==> config.mk <==
export PLATFORM = sky130hd
export DESIGN_NAME = muldiv_sequencer_flat
export DESIGN_NICKNAME = d
export VERILOG_FILES = /design/src/rtl/muldiv_sequencer_if.sv /design/src/rtl/muldiv_sequencer.sv /design/src/flat_wrapper.sv
export SDC_FILE = /design/constraint.sdc
export NUM_CORES = 1
export LEC_CHECK = 0
export CORE_ASPECT_RATIO = 1.75
export CORE_MARGIN = 2
export CORE_UTILIZATION = 55
export DETAILED_ROUTE_END_ITERATION = 10
export DONT_BUFFER_PORTS = 1
export GPL_TIMING_DRIVEN = 0
export PLACE_DENSITY = 0.75
export SLEW_MARGIN = 20
export SYNTH_ARGS = -nofsm -noshare
export SYNTH_HDL_FRONTEND = slang
export SYNTH_SLANG_ARGS = --single-unit
export TNS_END_PERCENT = 30
==> constraint.sdc <==
create_clock -name clk -period 3.7 [get_ports clk]
set_input_delay 0.37 -clock clk [delete_from_list [all_inputs] [get_ports clk]]
set_output_delay 0.37 -clock clk [all_outputs]
set_load 0.1 [all_outputs]
==> src/rtl/muldiv_sequencer_if.sv <==
// Issue/result bundle between execute-stage control and the mul/div sequencer.
// Handshake: the op is accepted at the clk edge where start=1 and flush=0 while
// busy=0. done is a single-cycle pulse after hi/lo have taken the new result.
interface muldiv_sequencer_if #(
  parameter int WIDTH = 32
);
  logic             start;
  logic [5:0]       func;
  logic [WIDTH-1:0] rs_val;
  logic [WIDTH-1:0] rt_val;
  logic             flush;
  logic             busy;
  logic             done;
  logic             div_by_zero;
  logic [WIDTH-1:0] hi;
  logic [WIDTH-1:0] lo;
  logic [2:0]       state_dbg;

  modport master (
    output start, func, rs_val, rt_val, flush,
    input  busy, done, div_by_zero, hi, lo, state_dbg
  );

  modport slave (
    input  start, func, rs_val, rt_val, flush,
    output busy, done, div_by_zero, hi, lo, state_dbg
  );
endinterface

==> src/rtl/muldiv_sequencer.sv <==
// Multi-cycle MULT/MULTU/DIV/DIVU sequencer owning HI/LO: magnitude prep,
// 32 shift-add or restoring shift-subtract steps, then sign fix-up.
module muldiv_sequencer #(
  parameter int WIDTH  = 32,
  parameter int ITER_W = 6
) (
  input  logic              clk,
  input  logic              rst_b,
  muldiv_sequencer_if.slave bus
);
  localparam logic [5:0] F_MULT  = 6'b011000;
  localparam logic [5:0] F_MULTU = 6'b011001;
  localparam logic [5:0] F_DIV   = 6'b011010;
  localparam logic [5:0] F_DIVU  = 6'b011011;
  localparam logic [5:0] F_MTHI  = 6'b010001;
  localparam logic [5:0] F_MTLO  = 6'b010011;

  typedef enum logic [2:0] {
    IDLE = 3'd0,
    PREP = 3'd1,
    RUN  = 3'd2,
    FIX  = 3'd3,
    DONE = 3'd4
  } state_t;

  state_t              state_q, state_d;
  logic [ITER_W-1:0]   cnt_q, cnt_d;
  logic [2*WIDTH-1:0]  acc_q, acc_d;
  logic [WIDTH-1:0]    a_q, a_d;
  logic [WIDTH-1:0]    b_q, b_d;
  logic                is_div_q, is_div_d;
  logic                is_sgn_q, is_sgn_d;
  logic                neg_q, neg_d;
  logic                rneg_q, rneg_d;
  logic                dz_q, dz_d;
  logic [WIDTH-1:0]    hi_q, hi_d;
  logic [WIDTH-1:0]    lo_q, lo_d;

  logic                accept;
  logic                is_muldiv;
  logic                a_neg, b_neg;
  logic [WIDTH-1:0]    a_mag, b_mag;
  logic [WIDTH:0]      mul_sum;
  logic [WIDTH:0]      div_trial;
  logic [WIDTH:0]      div_diff;
  logic [2*WIDTH-1:0]  mul_next;
  logic [2*WIDTH-1:0]  div_next;
  logic [2*WIDTH-1:0]  prod_fix;
  logic [WIDTH-1:0]    quo, rem;

  // acc holds {partial product, remaining multiplier} or {remainder, quotient}
  assign mul_sum   = {1'b0, acc_q[2*WIDTH-1:WIDTH]} +
                     {1'b0, (acc_q[0] ? a_q : {WIDTH{1'b0}})};
  assign mul_next  = {mul_sum, acc_q[WIDTH-1:1]};
  assign div_trial = acc_q[2*WIDTH-1:WIDTH-1];
  assign div_diff  = div_trial - {1'b0, b_q};
  assign div_next  = {(div_diff[WIDTH] ? div_trial[WIDTH-1:0] : div_diff[WIDTH-1:0]),
                      acc_q[WIDTH-2:0], ~div_diff[WIDTH]};

  assign a_neg = is_sgn_q & a_q[WIDTH-1];
  assign b_neg = is_sgn_q & b_q[WIDTH-1];
  assign a_mag = a_neg ? (~a_q + 1'b1) : a_q;
  assign b_mag = b_neg ? (~b_q + 1'b1) : b_q;

  assign prod_fix = neg_q ? (~acc_q + 1'b1) : acc_q;
  // Divide-by-zero keeps the all-ones quotient regardless of operand signs
  assign quo = (neg_q && !dz_q) ? (~acc_q[WIDTH-1:0] + 1'b1) : acc_q[WIDTH-1:0];
  assign rem = rneg_q ? (~acc_q[2*WIDTH-1:WIDTH] + 1'b1) : acc_q[2*WIDTH-1:WIDTH];

  assign accept    = bus.start && !bus.flush && (state_q == IDLE || state_q == DONE);
  assign is_muldiv = (bus.func == F_MULT) || (bus.func == F_MULTU) ||
                     (bus.func == F_DIV)  || (bus.func == F_DIVU);

  always_comb begin
    state_d  = state_q;
    cnt_d    = cnt_q;
    acc_d    = acc_q;
    a_d      = a_q;
    b_d      = b_q;
    is_div_d = is_div_q;
    is_sgn_d = is_sgn_q;
    neg_d    = neg_q;
    rneg_d   = rneg_q;
    dz_d     = dz_q;
    hi_d     = hi_q;
    lo_d     = lo_q;
    case (state_q)
      IDLE, DONE: begin
        state_d = IDLE;
        if (accept) begin
          if (is_muldiv) begin
            state_d  = PREP;
            a_d      = bus.rs_val;
            b_d      = bus.rt_val;
            is_div_d = bus.func[1];
            is_sgn_d = ~bus.func[0];
          end else if (bus.func == F_MTHI) begin
            hi_d = bus.rs_val;
          end else if (bus.func == F_MTLO) begin
            lo_d = bus.rs_val;
          end
        end
      end
      PREP: begin
        a_d     = a_mag;
        b_d     = b_mag;
        neg_d   = a_neg ^ b_neg;
        rneg_d  = a_neg;
        dz_d    = is_div_q && (b_q == '0);
        acc_d   = {{WIDTH{1'b0}}, (is_div_q ? a_mag : b_mag)};
        cnt_d   = '0;
        state_d = RUN;
      end
      RUN: begin
        acc_d = is_div_q ? div_next : mul_next;
        cnt_d = cnt_q + 1'b1;
        if (cnt_q == ITER_W'(WIDTH - 1)) state_d = FIX;
      end
      FIX: begin
        if (is_div_q) begin
          lo_d = quo;
          hi_d = rem;
        end else begin
          hi_d = prod_fix[2*WIDTH-1:WIDTH];
          lo_d = prod_fix[WIDTH-1:0];
        end
        cnt_d   = '0;
        state_d = DONE;
      end
      default: state_d = IDLE;
    endcase
    // A squash abandons the op before it can touch HI/LO
    if (bus.flush && (state_q == PREP || state_q == RUN || state_q == FIX)) begin
      state_d = IDLE;
      cnt_d   = '0;
      hi_d    = hi_q;
      lo_d    = lo_q;
    end
  end

  always_ff @(posedge clk) begin
    if (!rst_b) begin
      state_q  <= IDLE;
      cnt_q    <= '0;
      acc_q    <= '0;
      a_q      <= '0;
      b_q      <= '0;
      is_div_q <= 1'b0;
      is_sgn_q <= 1'b0;
      neg_q    <= 1'b0;
      rneg_q   <= 1'b0;
      dz_q     <= 1'b0;
      hi_q     <= '0;
      lo_q     <= '0;
    end else begin
      state_q  <= state_d;
      cnt_q    <= cnt_d;
      acc_q    <= acc_d;
      a_q      <= a_d;
      b_q      <= b_d;
      is_div_q <= is_div_d;
      is_sgn_q <= is_sgn_d;
      neg_q    <= neg_d;
      rneg_q   <= rneg_d;
      dz_q     <= dz_d;
      hi_q     <= hi_d;
      lo_q     <= lo_d;
    end
  end

  assign bus.busy        = (state_q == PREP) || (state_q == RUN) || (state_q == FIX);
  assign bus.done        = (state_q == DONE);
  assign bus.div_by_zero = (state_q == DONE) && dz_q;
  assign bus.hi          = hi_q;
  assign bus.lo          = lo_q;
  assign bus.state_dbg   = state_q;
endmodule

==> src/flat_wrapper.sv <==
// flat-port wrapper written by rule: the top's interface ports become plain ports
module muldiv_sequencer_flat 
#(
  parameter int WIDTH  = 32,
  parameter int ITER_W = 6
)
  (clk, rst_b, bus_start, bus_func, bus_rs_val, bus_rt_val, bus_flush, bus_busy, bus_done, bus_div_by_zero, bus_hi, bus_lo, bus_state_dbg);
  muldiv_sequencer_if #(.WIDTH(WIDTH)) bus_i ();
  input  logic clk;
  input  logic rst_b;
  input wire logic [$bits(bus_i.start)-1:0] bus_start;
  input wire logic [$bits(bus_i.func)-1:0] bus_func;
  input wire logic [$bits(bus_i.rs_val)-1:0] bus_rs_val;
  input wire logic [$bits(bus_i.rt_val)-1:0] bus_rt_val;
  input wire logic [$bits(bus_i.flush)-1:0] bus_flush;
  output wire logic [$bits(bus_i.busy)-1:0] bus_busy;
  output wire logic [$bits(bus_i.done)-1:0] bus_done;
  output wire logic [$bits(bus_i.div_by_zero)-1:0] bus_div_by_zero;
  output wire logic [$bits(bus_i.hi)-1:0] bus_hi;
  output wire logic [$bits(bus_i.lo)-1:0] bus_lo;
  output wire logic [$bits(bus_i.state_dbg)-1:0] bus_state_dbg;
  assign bus_i.start = bus_start;
  assign bus_i.func = bus_func;
  assign bus_i.rs_val = bus_rs_val;
  assign bus_i.rt_val = bus_rt_val;
  assign bus_i.flush = bus_flush;
  assign bus_busy = bus_i.busy;
  assign bus_done = bus_i.done;
  assign bus_div_by_zero = bus_i.div_by_zero;
  assign bus_hi = bus_i.hi;
  assign bus_lo = bus_i.lo;
  assign bus_state_dbg = bus_i.state_dbg;
  muldiv_sequencer #(.WIDTH(WIDTH), .ITER_W(ITER_W)) u_core (.clk(clk), .rst_b(rst_b), .bus(bus_i));
endmodule
# Yosys cells after proc, flatten, opt, wreduce, memory -nomap -nowiden
# Cells that the tools add are included.
[classes]
addsub = 8
n_eq_ne = 18
mux = 32
bitwise_logic = 12
reduce_logical = 27
[op_table]
columns = ["cell", "count"]
rows = [
  ["$mux 32", 20],
  ["$pmux 32 s2", 4],
  ["$add 32x1->32 const B", 4],
  ["$mux 64", 2],
  ["$not 32->32", 4],
  ["$pmux 64 s2", 1],
  ["$add 64x1->64 const B", 1],
  ["$not 64->64", 1],
  ["$eq 6x5->1 const B", 7],
  ["$add 32x32->33", 1],
  ["$sub 33x32->33", 1],
  ["$logic_not 32->1", 1],
  ["$pmux 3 s4", 1],
  ["$pmux 6 s2", 1],
  ["$ne 2x1->1 const B", 5],
  ["$reduce_bool 2->1", 4],
  ["$add 6x1->6 const B", 1],
  ["$eq 3x2->1 const B", 2],
  ["$logic_and 1x1->1", 6],
  ["$logic_or 1x1->1", 6],
  ["$mux 3", 2],
  ["$reduce_and 3->1", 2],
  ["$reduce_and 6->1", 1],
  ["$reduce_or 2->1", 3],
  ["10 further kinds", 16],
]
[word_totals]
reg_bits = 206
input_bits = 74
out_inout_bits = 70
word_cells = 109

# Logic depth before layout (Yosys ltp)
[depth]
ltp_word = 7
depth_mapped = 14
ltp_nobuf = 14

# Worst setup path before layout
# No wires, ideal clock.
[synth_timing]
path_type = "register to register"
startpoint = "register u_core.state_q[1], in the netlist u_core.bus.state_dbg[1]"
endpoint = "register u_core.cnt_q[2]"
setup_ps = 125
arrival_time_ps = 3153
required_ps = 3575
slack_ps = 422
path_stages_with_launch = 7
n_path_buf = 1
period_less_slack_ps = 3278
cell_sequence = "dfxtp_1 -> clkbuf_1 -> nor2_1 -> nor2_1 -> nand2_1 -> nand2_1 -> nor3_1"
[synth_via]
elab_chain_len = 5
word_cells_on_any_way = 10
cone_classes = "3 x eq/ne; 1 x mux; 6 x reduce/logical"
[synth_lines]
columns = ["item", "line", "text"]
rows = [
  ["start, declared", "muldiv_sequencer.sv:26", "state_t state_q, state_d;"],
  ["start signal, assigned", "muldiv_sequencer.sv:156", "state_q <= state_d;"],
  ["$eq 3x1->1 or $eq 3x2->1 (tied branches)", "--", ""],
  ["$logic_or 1x1->1", "--", ""],
  ["$logic_or 1x1->1 *", "--", ""],
  ["net bus_busy", "flat_wrapper.sv:16", "output wire logic [$bits(bus_i.busy)-1:0] bus_busy;"],
  ["$logic_and 1x1->1 *", "muldiv_sequencer.sv:133", "if (bus.flush && (state_q == PREP || state_q == RUN || state_q == FIX)) begin"],
  ["$reduce_or 2->1 (no line) *", "--", ""],
  ["end signal, assigned", "muldiv_sequencer.sv:157", "cnt_q <= cnt_d;"],
  ["end, declared", "muldiv_sequencer.sv:27", "logic [ITER_W-1:0] cnt_q, cnt_d;"],
]
# Mark *: on every way through the listed nets, which the timed path passes. The rest lies on a longest branch.
# A chain may end at the register's enable or synchronous reset.

# Worst setup path after layout
[layout_timing]
startpoint = "register u_core.a_q[2]"
endpoint = "register u_core.acc_q[27]"
[layout_via]
elab_chain_len = 5
[layout_lines]
columns = ["item", "line", "text"]
rows = [
  ["start, declared", "muldiv_sequencer.sv:29", "logic [WIDTH-1:0] a_q, a_d;"],
  ["start signal, assigned", "muldiv_sequencer.sv:146", "a_q <= '0;"],
  ["start signal, assigned", "muldiv_sequencer.sv:159", "a_q <= a_d;"],
  ["$not 32->32", "muldiv_sequencer.sv:62", "assign a_mag = a_neg ? (~a_q + 1'b1) : a_q;"],
  ["$add 32x1->32", "muldiv_sequencer.sv:62", ""],
  ["$mux 32", "muldiv_sequencer.sv:62", ""],
  ["$mux 32", "muldiv_sequencer.sv:110", "acc_d = {{WIDTH{1'b0}}, (is_div_q ? a_mag : b_mag)};"],
  ["$pmux 64 s2", "muldiv_sequencer.sv:87", "case (state_q)"],
  ["end signal, assigned", "muldiv_sequencer.sv:145", "acc_q <= '0;"],
  ["end signal, assigned", "muldiv_sequencer.sv:158", "acc_q <= acc_d;"],
  ["end, declared", "muldiv_sequencer.sv:28", "logic [2*WIDTH-1:0] acc_q, acc_d;"],
]
# No other way between the ends.

==> run summary <==
Total global routing overflow: 0
RSZ-0062 raised after global routing: yes
PwrDens: 295 nW/um^2
Die area: 30400 sq um
WL/cell: 29.6 um
Failing checks: hold timing, setup timing
Count of warnings emitted by yosys: 0
Min-delay src: bus_rt_val[6]
Routed Antenna Nets: 0
Core area: 28600 sq um
Die height: 229 um
Reg2reg start: u_core.a_q[2]$_SDFFE_PN0P_
Most numerous cell in the Yosys netlist: a21oi_1
Clock sink total: 206
Peak VDD IR: 0.000292 V
Crit Path Class: register to register
Mean post-synth cell area: 7.33 sq um
Ys async rst share: 0%
Post-Syn Area: 16000 sq um
Place WS: -0.958 ns
WP data arrival: 4.22 ns
Finish-stage setup viols: 4
Required @ worst endpoint: 4.11 ns
Relative slew slack: 10.1%
Synth area leaders: dfxtp_1, a21oi_1, xnor2_1
DRC viols: 0
Drt total wl: 77500 um
Total track usage: 49.8%
DRT Pass-1 Iters: 8
Post-synth EDFFs: 0
Clock Tree Buf Depth: 3
Initial core utilization: 55.7%
Fin. Hold Viols: 1
Vias in the first global route: 17800
Clock Skews: 0.0182 ns
Yosys cell types: 81
Root Driver: clkbuf_16
H-tree levels: 1
Hold Crit Class: input port to register
GP Congestion: 1.12
Worst-path clk slew: 0.07 ns
Site Rows: 82
Leak Pwr: 6.39 nW
Status: finished, violations left
Hold Path Depth: 2
Share of the synthesized area in the top cell type: 25.8%
Detailed-route via count: 18100
Peak Freq: 0.263 GHz
Portion of netlist area occupied by mux cells: 3.16%
Largest net degree at the start of global routing: 15
Synth Instances: 2176
Setup crit start: u_core.a_q[2]$_SDFFE_PN0P_
Worst reg-to-reg setup slack: -0.11 ns
Share of layout cells above drive strength 1: 6.18%
Max Cap Violations: 0
Worst-Skew Late Latency: 0.55 ns
Syn Nets: 2321
Placed cell area: 16500 sq um
Setup TNS: -0.345 ns
CTS Buf Count: 22
TritonCTS clock tree: built
Worst setup EP type: register
Width of the die: 133 um
Area share of fa/ha/maj cells after synthesis: 5.66%
Startpoint Class: register
Final core occ: 61.6%
Initial drt markers: 2026
DP Wirelength: 60600 um
Area Overhead vs Synth: 10.6%
Footprint of the multi-input gates: 11200 sq um
Number of synthesized register bits: 206
Sequential Area: 4150 sq um
Post-synth top cells: a21oi_1, nor2_1, nand2_1
Initial antenna violation count: 5
Worst r2r path cells: 10
Final Instance Area: 17600 sq um
Post-synthesis sequential area ratio: 25.8%
Hold Path End: u_core.b_q[6]$_SDFFE_PN0P_
Synth Area in XOR/XNOR: 9.11%
Synth area leader: dfxtp_1
Largest family of logic cells by synthesized area: compound AO/OA/AOI/OAI gates
Synth Area in Simple Gates: 21.4%
Total Power: 5.20 mW
Main synth FF type: dfxtp_1
Min Tclk post-route: 3.81 ns
Synth Area in Compound Gates: 29.3%
Slew @ Worst Pin: 1.35 ns
First-pass GRT wire length: 113000 um
Layout Nets: 2366
Drt via density: 6.91
Critical R2R Capture: u_core.acc_q[27]$_SDFFE_PN0N_
Port Buf Inserts: 0
Setup ws final: -0.105 ns
Final period utilization: 103%
Max-slew violation count: 0
Critical-path maximum fanout: 7
Ports: 144
Final hold slack: -0.00608 ns
Fillers: 2736
## worst max path at each step
stage | endpoint | cells past startpoint | slack, ns
2_1_floorplan | u_core.cnt_q[2]$_SDFFE_PP0P_ | 6 | 0.42
3_3_place_gp | u_core.acc_q[53]$_SDFFE_PN0N_ | 14 | -0.90
3_5_place_dp | u_core.acc_q[53]$_SDFFE_PN0N_ | 14 | -0.96
4_1_cts | u_core.acc_q[61]$_SDFFE_PN0N_ | 10 | 0.003
5_1_grt | u_core.acc_q[56]$_SDFFE_PN0N_ | 13 | -0.10
6_report | u_core.acc_q[27]$_SDFFE_PN0N_ | 10 | -0.11
## flip-flops by register name, summed over array words and instances (netlist names), 3 cells and up
signal	flops
u_core.bus.lo	32
u_core.bus.hi	32
u_core.b_q	32
u_core.acc_q	64
u_core.cnt_q	6
u_core.a_q	32
u_core.bus.state_dbg	3
## stage by stage
| step | instances | hold WS, ns |
|---|---|---|
| CTS | 2610 | 0.00200 |
| finish | 2614 | -0.00608 |
| floorplan | 2176 | 0.436 |
| global route | 2614 | 0.0158 |
| detailed placement | 2557 | 0.450 |
| global placement | 2554 | 0.445 |
## what timing repair did
action,4_1_cts,5_1_grt
hold buffers,16,0
pin swaps,2,4
endpoints found under the setup margin,86,66
gates resized for setup,39,33
buffers inserted,1,2
hold endpoints to repair,16,0
## cell families (layout without fill, tap and decap cells)
group | after synthesis | after routing
flip-flops | 206 | 206
AND/OR/NAND/NOR | 726 | 726
other | 0 | 2
multiplexers | 50 | 50
adder cells (fa/ha/maj) | 71 | 71
buffers and inverters | 226 | 284
XOR/XNOR | 166 | 166
AO/OA/AOI/OAI | 731 | 731
## cells in the final DEF, fill, tap and decap left out, types with 16 or more instances in the layout
| cell | instances |
|---|---|
| xor2_1 | 54 |
| nand3_1 | 38 |
| inv_1 | 60 |
| o31ai_1 | 27 |
| nor4_1 | 18 |
| and2_1 | 42 |
| a31oi_1 | 32 |
| a22oi_1 | 49 |
| a221oi_1 | 24 |
| o211ai_1 | 43 |
| a211oi_1 | 41 |
| nor3_1 | 49 |
| clkbuf_1 | 127 |
| nand4_1 | 19 |
| a21o_1 | 26 |
| dlygate4sd3_1 | 16 |
| a21oi_1 | 251 |
| dfxtp_1 | 191 |
| o21ai_0 | 115 |
| nor2_1 | 245 |
| nand2b_1 | 20 |
| nand2_1 | 210 |
| ha_1 | 68 |
| xnor2_1 | 112 |
| mux2i_1 | 47 |
| clkbuf_16 | 23 |
## layout make-up
cell class                      count  share of cell area, %
Antenna cell                        2                 0.0284
Buffer                            162                   3.81
Clock buffer                       26                   3.38
Clock inverter                     11                  0.808
Inverter                           63                   1.34
Multi-Input combinational cell   1744                   63.2
Sequential cell                   206                   23.5
Tap cell                          378                   2.68
Timing Repair Buffer               22                   1.25
## where the power goes
| part | internal, mW | leakage, nW | switching [mW] |
|---|---|---|---|
| registers | 2.23 | 1.67 | 0.0429 |
| clock network | 1.36 | 0.360 | 1.04 |
| logic | 0.163 | 4.37 | 0.367 |
## routing by layer
metal	vias to the layer above	part of all wire (%)	track usage [%]
met4	6	14	55.3
met2	1242	45	79.3
met5	-	0.061	0
met1	8283	31	48.2
met3	554	10	15.2
li1	7982	-	-
## critical path, stage by stage, from the launching register on
cell,delay [ns]
dfxtp_1,0.30
clkbuf_1,0.20
nor4_2,0.52
nand3_1,0.30
nor2_1,0.67
nand4_1,0.30
and2_1,0.28
xnor2_1,0.72
nand2_1,0.12
o211ai_1,0.15
a21oi_1,0.09
Power figures use the tool's default switching activity.
